--- src/rtl/bus_timer_responder.sv ---
// bus_timer_responder: memory-mapped machine timer on the core data bus.
// Registers (word offset = bus_address[4:2]):
//   0 MTIME_LO, 1 MTIME_HI, 2 MTIMECMP_LO, 3 MTIMECMP_HI,
//   4 CTRL (bit0 enable, bits[8+PRESCALE_WIDTH-1:8] divider D), 5 STATUS (bit0 irq),
//   6-7 unmapped (read 0, writes ignored).
// Bus handshake: a read is requested when bus_read_enable is high and returns
// data combinationally in the same cycle; a write is requested when
// bus_write_enable is high and commits at the next rising clock edge. Both are
// only honoured while selected is high; there is no wait state and no back-pressure.
// Optional macro TIMER_READ_LATCH_EN: a read of MTIME_LO latches mtime[63:32]
// into a shadow register that MTIME_HI then returns, for coherent 64-bit reads.
module bus_timer_responder #(
    parameter logic [31:0] BASE_ADDRESS   = 32'h8000_1000,
    parameter int          PRESCALE_WIDTH = 8
) (
    input  logic        clock,
    input  logic        reset,
    input  logic [31:0] bus_address,
    input  logic [31:0] bus_write_data,
    input  logic [3:0]  bus_byte_enable,
    input  logic        bus_read_enable,
    input  logic        bus_write_enable,
    output logic [31:0] bus_read_data,
    output logic        selected,
    output logic        timer_interrupt
);

    localparam logic [2:0] OFF_MTIME_LO    = 3'd0;
    localparam logic [2:0] OFF_MTIME_HI    = 3'd1;
    localparam logic [2:0] OFF_MTIMECMP_LO = 3'd2;
    localparam logic [2:0] OFF_MTIMECMP_HI = 3'd3;
    localparam logic [2:0] OFF_CTRL        = 3'd4;
    localparam logic [2:0] OFF_STATUS      = 3'd5;

    logic [63:0]               r_mtime;
    logic [63:0]               r_mtimecmp;
    logic                      r_enable;
    logic [PRESCALE_WIDTH-1:0] r_divider;
    logic [PRESCALE_WIDTH-1:0] r_prescale;
    logic                      r_irq;
`ifdef TIMER_READ_LATCH_EN
    logic [31:0]               r_shadow;
`endif

    logic [2:0]  w_offset;
    logic        w_read;
    logic        w_write;
    logic        w_tick;
    logic [31:0] w_ctrl_word;
    logic [31:0] w_ctrl_merged;
    logic [31:0] w_read_data;
    logic        w_unused;

    // Replace only the byte lanes whose strobe is set.
    function automatic logic [31:0] merge_bytes(input logic [31:0] old_v,
                                                input logic [31:0] new_v,
                                                input logic [3:0]  be);
        logic [31:0] res;
        for (int i = 0; i < 4; i++) begin
            res[8*i +: 8] = be[i] ? new_v[8*i +: 8] : old_v[8*i +: 8];
        end
        return res;
    endfunction

    assign selected    = (bus_address[31:5] == BASE_ADDRESS[31:5]);
    assign w_offset    = bus_address[4:2];
    assign w_read      = selected && bus_read_enable;
    // A write with no byte strobes is treated as no access at all.
    assign w_write     = selected && bus_write_enable && (bus_byte_enable != 4'b0000);
    // Wrap whenever the count has reached or overshot D (D may shrink under it).
    assign w_tick      = r_enable && (r_prescale >= r_divider);
    assign w_ctrl_word = {{(24 - PRESCALE_WIDTH){1'b0}}, r_divider, 7'b0, r_enable};
    assign w_ctrl_merged = merge_bytes(w_ctrl_word, bus_write_data, bus_byte_enable);
    assign w_unused    = ^{bus_address[1:0], w_ctrl_merged};

    // Combinational read mux of current flop state (pre-write on collision).
    always_comb begin
        w_read_data = 32'h0;
        if (w_read) begin
            case (w_offset)
                OFF_MTIME_LO:    w_read_data = r_mtime[31:0];
`ifdef TIMER_READ_LATCH_EN
                OFF_MTIME_HI:    w_read_data = r_shadow;
`else
                OFF_MTIME_HI:    w_read_data = r_mtime[63:32];
`endif
                OFF_MTIMECMP_LO: w_read_data = r_mtimecmp[31:0];
                OFF_MTIMECMP_HI: w_read_data = r_mtimecmp[63:32];
                OFF_CTRL:        w_read_data = w_ctrl_word;
                OFF_STATUS:      w_read_data = {31'b0, r_irq};
                default:         w_read_data = 32'h0;
            endcase
        end
    end

    assign bus_read_data   = w_read_data;
    assign timer_interrupt = r_irq;

    // mtime and prescaler: a bus write to mtime beats the increment and restarts the prescaler.
    always_ff @(posedge clock or negedge reset) begin
        if (!reset) begin
            r_mtime    <= 64'h0;
            r_prescale <= '0;
        end else if (w_write && (w_offset == OFF_MTIME_LO)) begin
            r_mtime[31:0] <= merge_bytes(r_mtime[31:0], bus_write_data, bus_byte_enable);
            r_prescale    <= '0;
        end else if (w_write && (w_offset == OFF_MTIME_HI)) begin
            r_mtime[63:32] <= merge_bytes(r_mtime[63:32], bus_write_data, bus_byte_enable);
            r_prescale     <= '0;
        end else if (w_tick) begin
            r_mtime    <= r_mtime + 64'd1;
            r_prescale <= '0;
        end else if (r_enable) begin
            r_prescale <= r_prescale + PRESCALE_WIDTH'(1);
        end
    end

    // Compare register and control word, byte-lane writable.
    always_ff @(posedge clock or negedge reset) begin
        if (!reset) begin
            r_mtimecmp <= 64'hFFFF_FFFF_FFFF_FFFF;
            r_enable   <= 1'b0;
            r_divider  <= '0;
        end else if (w_write) begin
            if (w_offset == OFF_MTIMECMP_LO) begin
                r_mtimecmp[31:0] <= merge_bytes(r_mtimecmp[31:0], bus_write_data, bus_byte_enable);
            end
            if (w_offset == OFF_MTIMECMP_HI) begin
                r_mtimecmp[63:32] <= merge_bytes(r_mtimecmp[63:32], bus_write_data, bus_byte_enable);
            end
            if (w_offset == OFF_CTRL) begin
                r_enable  <= w_ctrl_merged[0];
                r_divider <= w_ctrl_merged[8 +: PRESCALE_WIDTH];
            end
        end
    end

    // Registered level interrupt from the current-cycle unsigned compare.
    always_ff @(posedge clock or negedge reset) begin
        if (!reset) begin
            r_irq <= 1'b0;
        end else begin
            r_irq <= (r_mtime >= r_mtimecmp);
        end
    end

`ifdef TIMER_READ_LATCH_EN
    // Latch the high word whenever software reads the low word.
    always_ff @(posedge clock or negedge reset) begin
        if (!reset) begin
            r_shadow <= 32'h0;
        end else if (w_read && (w_offset == OFF_MTIME_LO)) begin
            r_shadow <= r_mtime[63:32];
        end
    end
`endif

endmodule

--- config.mk ---
export PLATFORM = sky130hd
export DESIGN_NAME = bus_timer_responder
export DESIGN_NICKNAME = d
export VERILOG_FILES = /design/src/rtl/bus_timer_responder.sv
export SDC_FILE = /design/constraint.sdc
export NUM_CORES = 1
export LEC_CHECK = 0
export ABC_AREA = 1
export CAP_MARGIN = 20
export CORE_AREA = 2 2 164 166
export CTS_CLUSTER_SIZE = 24
export DETAILED_ROUTE_END_ITERATION = 6
export DIE_AREA = 0 0 166 168
export GPL_ROUTABILITY_DRIVEN = 0
export GPL_TIMING_DRIVEN = 0
export PLACE_DENSITY = 0.6
export RECOVER_POWER = 100
export SLEW_MARGIN = 30
export SYNTH_ARGS = -nofsm -noshare
export SYNTH_HDL_FRONTEND = slang
export SYNTH_SLANG_ARGS = --single-unit
--- constraint.sdc ---
create_clock -name clock -period 3.69 [get_ports clock]
set_clock_uncertainty 0.2 [all_clocks]
set_input_delay 0.738 -clock clock [delete_from_list [all_inputs] [get_ports clock]]
set_output_delay 0.738 -clock clock [all_outputs]
set_load 0.05 [all_outputs]
==> results.md <==
* Run status: finished, violations left
* Violations in the final reports: max-capacitance violations, max-slew violations, negative setup slack
* Worst endpoint required time at 2.75 ns
* Type of element capturing the critical path: output pin
* Number of vias per cell at 5.62
* Upper clock frequency limit at 270 MHz
* Min-Delay Path Class: reg -> reg
* Peak supply drop at 0.000207 V
* Wirelength, routed at 46900 um
* Pin count of the biggest net entering global routing at 52
* Die area at 27900 um^2
* Detail Route Antenna Nets at 0
* Width of the chip at 166 um
* Placed cells at 2211
* Wire length of the first global-routing pass at 70700 um
* Max-slew violation total from the final report at 51
* Floorplan row count at 60
* Buffer levels on the longest clock path at 2
* Number of buffers added on ports at 103
* Leakage power of the design at 5.88 nW
* CTS sink count at 146
* Count of distinct cell types in the synthesized netlist at 44
* Area fraction of the dominant cell type after synthesis at 0.217
* Worst Path Arrival at 2.77 ns
* Via count at 12600
* FILL cells at 2707
* Vias in the first global route at 12200
* Power per Cell Area at 264 nW/um^2
* DR WL/cell at 20.8 um
* Share of synthesized area occupied by flip-flops and latches at 0.321
* Final Hold Violating Endpoints at 0
* Syn Inst Count at 1765
* Launching element type of the critical path: primary input
* Reg clk slew, reported paths at 0.06 ns
* Root Buffer Master: clkbuf_16
* Total number of nets in the final design at 2041
* Core area at 26400 um^2
* DIE HEIGHT at 168 um
* Share of layout cells above drive strength 1 at 0.105
* Antenna violations before repair at 0
* Biggest area contributors in the synthesized netlist: nand2_1 22%, dfrtp_1 18%, dfstp_2 14%
* Worst-Skew Late Latency at 0.44 ns
* Syn-to-layout area delta at 17.7%
* DRC at 0
* Remaining Overflow, GRT at 0
* Flip-flop and latch count after synthesis at 146
* GRT Resource Usage Total at 0.334
* Diode count at 0
* Initial detailed-routing violation count at 1326
* H-tree lvl count at 4
* Fin crit period at 3.71 ns
* Share of the clock period used by the worst path after layout at 1.01
* Worst Max-Slew Pin Slew at 2.97 ns
* Warnings, synthesis at 0
* WS Path Type: in -> out
* Half-perimeter wire length after placement at 35700 um
* Total chip power at 3.63 mW
* Total standard cell area after synthesis at 11600 um^2
* Synthesized Nets at 1911
* TNS Setup at -0.0200 ns
* Number of CTS-inserted buffers at 17
* Unrepaired setup endpoints after global routing: true
* Max capacitance violation total at 1
* Highest fanout seen on the critical path at 10
* I/O pin count at 106
* Starting Density at 0.442
* Final standard cell count with taps included and fillers excluded at 2249
* Worst path setup slack after routing at -0.0200 ns
* Number of iterations in the first detailed-routing pass at 6
* Number of hold-repair buffers added at the cts stage at 0
* Relative slew slack at -0.981
* CTS tree: done
* Post-Syn Area per Cell at 6.60 um^2
* Biggest area consumer among synthesized cells: nand2_1
* Setup violations, final at 1
-- layout make-up --
cell class                 count  area, um^2  share of cell area
multi-input combinational   1387        7000               0.510
tap                          341         427              0.0311
buffer                        45         235              0.0172
sequential                   146        3730               0.272
clock buffer                  20         467              0.0341
inverter                     186         707              0.0516
timing repair buffer         112        1020              0.0744
clock inverter                12         121             0.00886
-- per-stage QoR --
step | cell area (um^2) | worst slack, ns | util | hold WS, ns
detailed placement | 13200 | -1.47 | 0.499 | 0.264
CTS | 13800 | -0.0101 | 0.522 | 0.0211
global placement | 13100 | -4.61 | 0.497 | 0.260
floorplan | 11600 | 0.00155 | - | 0.242
finish | 13700 | -0.0200 | 0.520 | 0.276
global route | 13700 | -0.0185 | 0.520 | 0.291
-- repair_timing --
item                       in CTS  in global routing
gates resized for setup       217                 40
setup endpoints to repair      32                 33
pin swaps                       1                  2
cloned                          0                  0
setup buffers                   6                  1
-- power by group --
part           leakage [nW]  switching [mW]  internal, mW  total [mW]
clock                 0.276           0.784         0.994        1.78
combinational          3.80           0.153        0.0894       0.243
sequential             1.80    0.0000000336          1.60        1.60
total                  5.88           0.938          2.69        3.63
-- kinds of logic (layout without fill, tap and decap cells) --
group | after synthesis | after routing | synth area share
buf+inv | 232 | 375 | 0.0793
xor+xnor | 42 | 42 | 0.0316
compound gates | 245 | 245 | 0.121
fa+ha+maj | 74 | 74 | 0.0795
flops | 146 | 146 | 0.321
simple gates | 1026 | 1026 | 0.368
-- state kept, by name (all words and copies together) (netlist names) --
| register | cells |
|---|---|
| r_mtime | 64 |
| timer_interrupt | 1 |
| r_divider | 8 |
| r_enable | 1 |
| r_prescale | 8 |
| r_mtimecmp | 64 |
-- cells in the final DEF (no fill, tap or decap), types with 46 or more instances in the layout --
cell               n
nand2_1          681
nor2_1           201
inv_1            182
o21ai_0          113
dfrtp_1           82
ha_1              74
clkdlybuf4s50_1   68
dfstp_2           63
nand3_1           56
nand4_1           50
a21oi_1           46
-- synthesized netlist by cell type (all sizes together) --
cell type	instances
a21oi	47
a221oi	15
a22oi	8
a31oi	4
a41oi	11
and2	2
and3	1
buf	19
clkbuf	27
clkinv	1
dfrtp	82
dfstp	64
ha	74
inv	185
nand2	685
nand3	58
nand3b	3
nand4	53
nor2	213
nor3	5
nor3b	4
nor4	1
o2111ai	1
o211a	1
o211ai	3
o21a	2
o21ai	139
o22ai	14
or2	1
xnor2	23
xor2	19
-- final timing paths --
kind | start | endpoint | slack, ns | depth (start not counted)
setup / recovery | bus_address[3] | bus_read_data[10] | -0.02 | 8
hold / removal | r_mtimecmp[6]$_DFFE_PN1P_ | r_mtimecmp[6]$_DFFE_PN1P_ | 0.28 | 2
setup reg to reg | r_mtime[0]$_DFFE_PN0P_ | r_mtime[48]$_DFFE_PN0P_ | 0.84 | 12
hold reg to reg | r_mtimecmp[6]$_DFFE_PN1P_ | r_mtimecmp[6]$_DFFE_PN1P_ | 0.28 | 2
max in group asynchronous | reset | timer_interrupt$_DFF_PN0_ | 0.52 | 1
min in group asynchronous | reset | r_mtime[21]$_DFFE_PN0P_ | 1.08 | 1
-- worst max-delay path: stages --
cell             delay (ns)
clkdlybuf4s50_1        0.51
nor2_1                 0.18
nand2_1                0.13
inv_2                  0.20
buf_2                  0.36
a221oi_1               0.17
a21oi_1                0.18
buf_2                  0.29
-- layer usage --
metal | GRT usage | up-vias | part of all wire
met1 | 0.412 | 5847 | 0.41
met2 | 0.545 | 638 | 0.45
met5 | 0 | - | 0
met4 | 0.195 | 0 | 0.059
li1 | - | 5982 | -
met3 | 0.0675 | 169 | 0.084
Power figures use the tool's default switching activity.
